--- src/rtl/half_adder_pkg.sv ---
// Shared types and constants for the registered half-adder slice.
// The optional carry counter is enabled by the HALF_ADDER_CARRY_COUNT_EN macro.
package half_adder_pkg;

  localparam int CNT_W = 16;

  typedef logic [CNT_W-1:0] cnt_t;

  localparam cnt_t CNT_MAX = 16'hFFFF;

  // Increment that sticks at the top value instead of wrapping.
  function automatic cnt_t sat_inc(input cnt_t v);
    return (v == CNT_MAX) ? v : v + cnt_t'(1);
  endfunction

endpackage

--- src/rtl/half_adder_cell.sv ---
// Combinational 1-bit half adder: s = a ^ b, c = a & b.
module half_adder_cell (
  input  logic a,
  input  logic b,
  output logic s,
  output logic c
);

  assign s = a ^ b;
  assign c = a & b;

endmodule

--- src/rtl/half_adder.sv ---
// Registered bit-slice half adder with WIDTH independent lanes and one cycle of latency.
// Defining HALF_ADDER_CARRY_COUNT_EN adds a saturating count of carry-generating inputs.
module half_adder
  import half_adder_pkg::*;
#(
  parameter int WIDTH = 1
) (
  input  logic             clk,
  input  logic             rst,
  input  logic             in_valid,
  input  logic [WIDTH-1:0] a,
  input  logic [WIDTH-1:0] b,
  output logic             out_valid,
  output logic [WIDTH-1:0] sum,
  output logic [WIDTH-1:0] carry
`ifdef HALF_ADDER_CARRY_COUNT_EN
  ,
  output cnt_t             carry_count
`endif
);

  // Handshake: in_valid qualifies a/b for one edge; there is no ready, every
  // valid input is accepted and out_valid pulses exactly one cycle later.

  logic [WIDTH-1:0] s_w;
  logic [WIDTH-1:0] c_w;

  for (genvar i = 0; i < WIDTH; i++) begin : g_lane
    half_adder_cell u_cell (
      .a (a[i]),
      .b (b[i]),
      .s (s_w[i]),
      .c (c_w[i])
    );
  end

  // sum/carry only load on accepted inputs so idle-cycle junk on a/b is ignored.
  always_ff @(posedge clk) begin
    if (rst) begin
      out_valid <= 1'b0;
      sum       <= '0;
      carry     <= '0;
    end else begin
      out_valid <= in_valid;
      if (in_valid) begin
        sum   <= s_w;
        carry <= c_w;
      end
    end
  end

`ifdef HALF_ADDER_CARRY_COUNT_EN
  always_ff @(posedge clk) begin
    if (rst) begin
      carry_count <= '0;
    end else if (in_valid && (|c_w)) begin
      carry_count <= sat_inc(carry_count);
    end
  end
`endif

endmodule

--- config.mk ---
export PLATFORM = sky130hd
export DESIGN_NAME = half_adder
export DESIGN_NICKNAME = d
export VERILOG_FILES = /design/src/rtl/half_adder_pkg.sv /design/src/rtl/half_adder_cell.sv /design/src/rtl/half_adder.sv
export SDC_FILE = /design/constraint.sdc
export NUM_CORES = 1
export LEC_CHECK = 0
export ABC_CLOCK_PERIOD_IN_PS = 900
export CORE_AREA = 2 2 39 41
export CTS_CLUSTER_DIAMETER = 100
export DETAILED_ROUTE_END_ITERATION = 10
export DIE_AREA = 0 0 41 43
export HOLD_SLACK_MARGIN = 0.15
export PLACE_DENSITY = 0.36
export SETUP_SLACK_MARGIN = 0.05
export SYNTH_ARGS = -nofsm -noshare
export SYNTH_HDL_FRONTEND = slang
export SYNTH_SLANG_ARGS = --single-unit
--- constraint.sdc ---
create_clock -name clk -period 0.9 [get_ports clk]
set_input_delay 0.18 -clock clk [delete_from_list [all_inputs] [get_ports clk]]
set_output_delay 0.18 -clock clk [all_outputs]
set_load 0.02 [all_outputs]
==> key figures <==
Yosys
  • Share of the synthesized area in the top cell type: a little under three fifths
  • Unique masters post-synth: 5
  • Syn Nets: 15
  • Syn avg cell area: 11.8 sq um
  • Synthesized area: ~110 sq um
  • Area leader, netlist: dfxtp_1
  • Synth Warn #: 0
  • Register area share after synthesis: a little under three fifths
  • Synth top area cells: dfxtp_1, mux2i_1, ha_1
  • Post-synthesis cell count: 9
  • Synthesis-stage register bit count: 3

Worst hold path
  • Hold worst-path end: out_valid$_SDFF_PP0_
  • Hold path startpoint: in_valid
  • HP Class: input pin to flip-flop
  • Hold Crit Depth: 2

STA
  • Max-slew violation count: 0
  • Worst Tran Pin Value: 127 ps
  • Clock skew: 0 ps
  • Final hold violations: 0
  • Period minus WS final: 855 ps
  • Rel. slew slack: approximately nine tenths
  • Fmax: about 1.2 GHz
  • RSZ-0062 raised after global routing: true
  • # setup viols final: 0
  • Period utilization: between 90% and 100%

Setup path
  • R2R Setup Slk: 170 ps
  • R2r worst-path depth: 3
  • Worst R2R End: sum$_SDFFE_PP0P_
  • Buf/Inv on CP: 1
  • Crit-path leading delay family: flip-flops
  • Crit-path max FO: 2
  • CP startpoint kind: flip-flop
  • Max incr delay on CP: 330 ps
  • Critical path origin: sum$_SDFFE_PP0P_
  • WP data required: about 720 ps
  • Critical path data arrival time: roughly 670 ps
  • Critical R2R Launch: sum$_SDFFE_PP0P_
  • Crit-path cells: buf_6
  • Crit path max-delay cell type: dfxtp_2
  • Crit Path Category: flip-flop to output port
  • Crit end category: output port

Placement
  • DP Area: ~200 sq um
  • Input/output buffers: 7
  • GPL Wtd Cong: ~0.52

Route
  • DRT Pass-1 Iters: 2
  • Number of vias per cell: between 2 and 3
  • Post-route ant nets: 0
  • DR DRC count: 0
  • Routed WL per cell: 7.65 um
  • Total wire length: ~280 um
  • 1st-iter DRT viols: 4
  • Routed via count: about 100

Global routing
  • Vias in the first global route: approximately 110
  • Pin count of the biggest net entering global routing: 4
  • First-pass GRT wire length: ~410 um
  • Gr usage total: under 10%
  • Total grt overflow: 0
  • Antenna violations before repair: 0

Layout
  • Fill cells: 156
  • Share of layout cells above drive strength 1: between 40% and 50%
  • Post-layout instance area: between 200 and 250 sq um
  • Nets: 28
  • Final core occ: ~17%
  • Diode count: 0
  • Area Overhead vs Synth: 120%

Power
  • Peak VDD IR: a little over 600 uV
  • Leakage power: 0.109 nW
  • P per Cell Area: ~1900 mW/mm^2

CTS
  • Sink Count: 3
  • H-tree levels: 1
  • CTS root buffer: clkbuf_4
  • Clock slew at reported path FFs: about 40 ps
  • Clk buf depth: 2
  • Cts bufs inserted: 3
  • Clock Latency Late Sink: around 230 ps
  • TritonCTS clock tree: built

Die
  • Die area: 0.00176 sq mm
  • Core ar.: ~0.0014 sq mm
  • Starting density of the core: about 7.7%
  • Rows: 14
  • Die height: around 43 um
  • I/O pin total: 8
  • Die X: between 40 and 50 um

Outcome
  • Run status: finished, final reports clean

Flow run
  • Maxcap violations: 0
flip-flops by register name (all words and copies together), names as in the netlist:
signal     flops
carry          1
out_valid      1
sum            1
per-layer routing:
| metal | share of wire [%] | track usage [%] | wire, um | up-vias |
|---|---|---|---|---|
| met4 | 2.1 | 4.00 | 6 | 0 |
| met1 | 43 | 3.85 | 122 | 39 |
| met5 | 0 | 0 | 0 | - |
| met3 | 27 | 8.38 | 77 | 2 |
| li1 | - | - | - | 53 |
| met2 | 27 | 4.06 | 77 | 10 |
how the worst max path moves through the flow:
stage / end / depth (start not counted)
global placement: sum$_SDFFE_PP0P_ / 4
detailed placement: sum$_SDFFE_PP0P_ / 4
global route: sum / 1
CTS: sum / 1
floorplan: sum$_SDFFE_PP0P_ / 3
finish: sum / 1
stage by stage:
| step | std cells | setup TNS, ps | setup WS (ps) | hold slack [ps] | power (mW) |
|---|---|---|---|---|---|
| after detailed placement | 32 | -1060 | -291 | 482 | 0.206 |
| after floorplan | 9 | 0 | 181 | 252 | 0.168 |
| after global routing | 37 | 0 | 12.4 | 415 | 0.483 |
| after CTS | 36 | 0 | 27.8 | 387 | 0.458 |
| final | 37 | 0 | 45.1 | 386 | 0.444 |
| after global placement | 32 | -1020 | -273 | 478 | 0.204 |
layout by cell type (no fill, tap or decap), drive strengths merged:
cell	n
buf	4
clkbuf	4
clkdlybuf4s50	1
dfxtp	3
dlygate4sd2	3
ha	1
mux2i	2
nor2	2
nor2b	1
timing repair:
item	in CTS	in global routing
endpoints found under the setup margin	4	3
pin swaps	2	0
setup buffers	0	1
cloned	0	0
gates resized for setup	24	0
hold buffers	0	0
power by group:
group	total, mW	internal, mW	switching (mW)
registers	0.148	0.143	0.00483
logic	0.0595	0.0361	0.0234
clock network	0.237	0.166	0.0703
synthesized netlist by cell type, drive strengths merged:
library cell and instances:
ha 1, nor2b 1, mux2i 2, dfxtp 3
nor2 2
cell type report:
| type | instances | area, sq um | area share, % |
|---|---|---|---|
| Timing Repair Buffer | 8 | 77.6 | 33.2 |
| Sequential cell | 3 | 63.8 | 27.3 |
| Tap cell | 16 | 20.0 | 8.56 |
| Multi-Input combinational cell | 6 | 46.3 | 19.8 |
| Clock buffer | 4 | 26.3 | 11.2 |
cells by family after synthesis:
group	count (synthesis)	share of synthesized area (%)
multiplexers	2	18.8
AND/OR/NAND/NOR	3	12.9
adder cells (fa/ha/maj)	1	11.8
flip-flops	3	56.5
(Power assumes the default switching activity.)
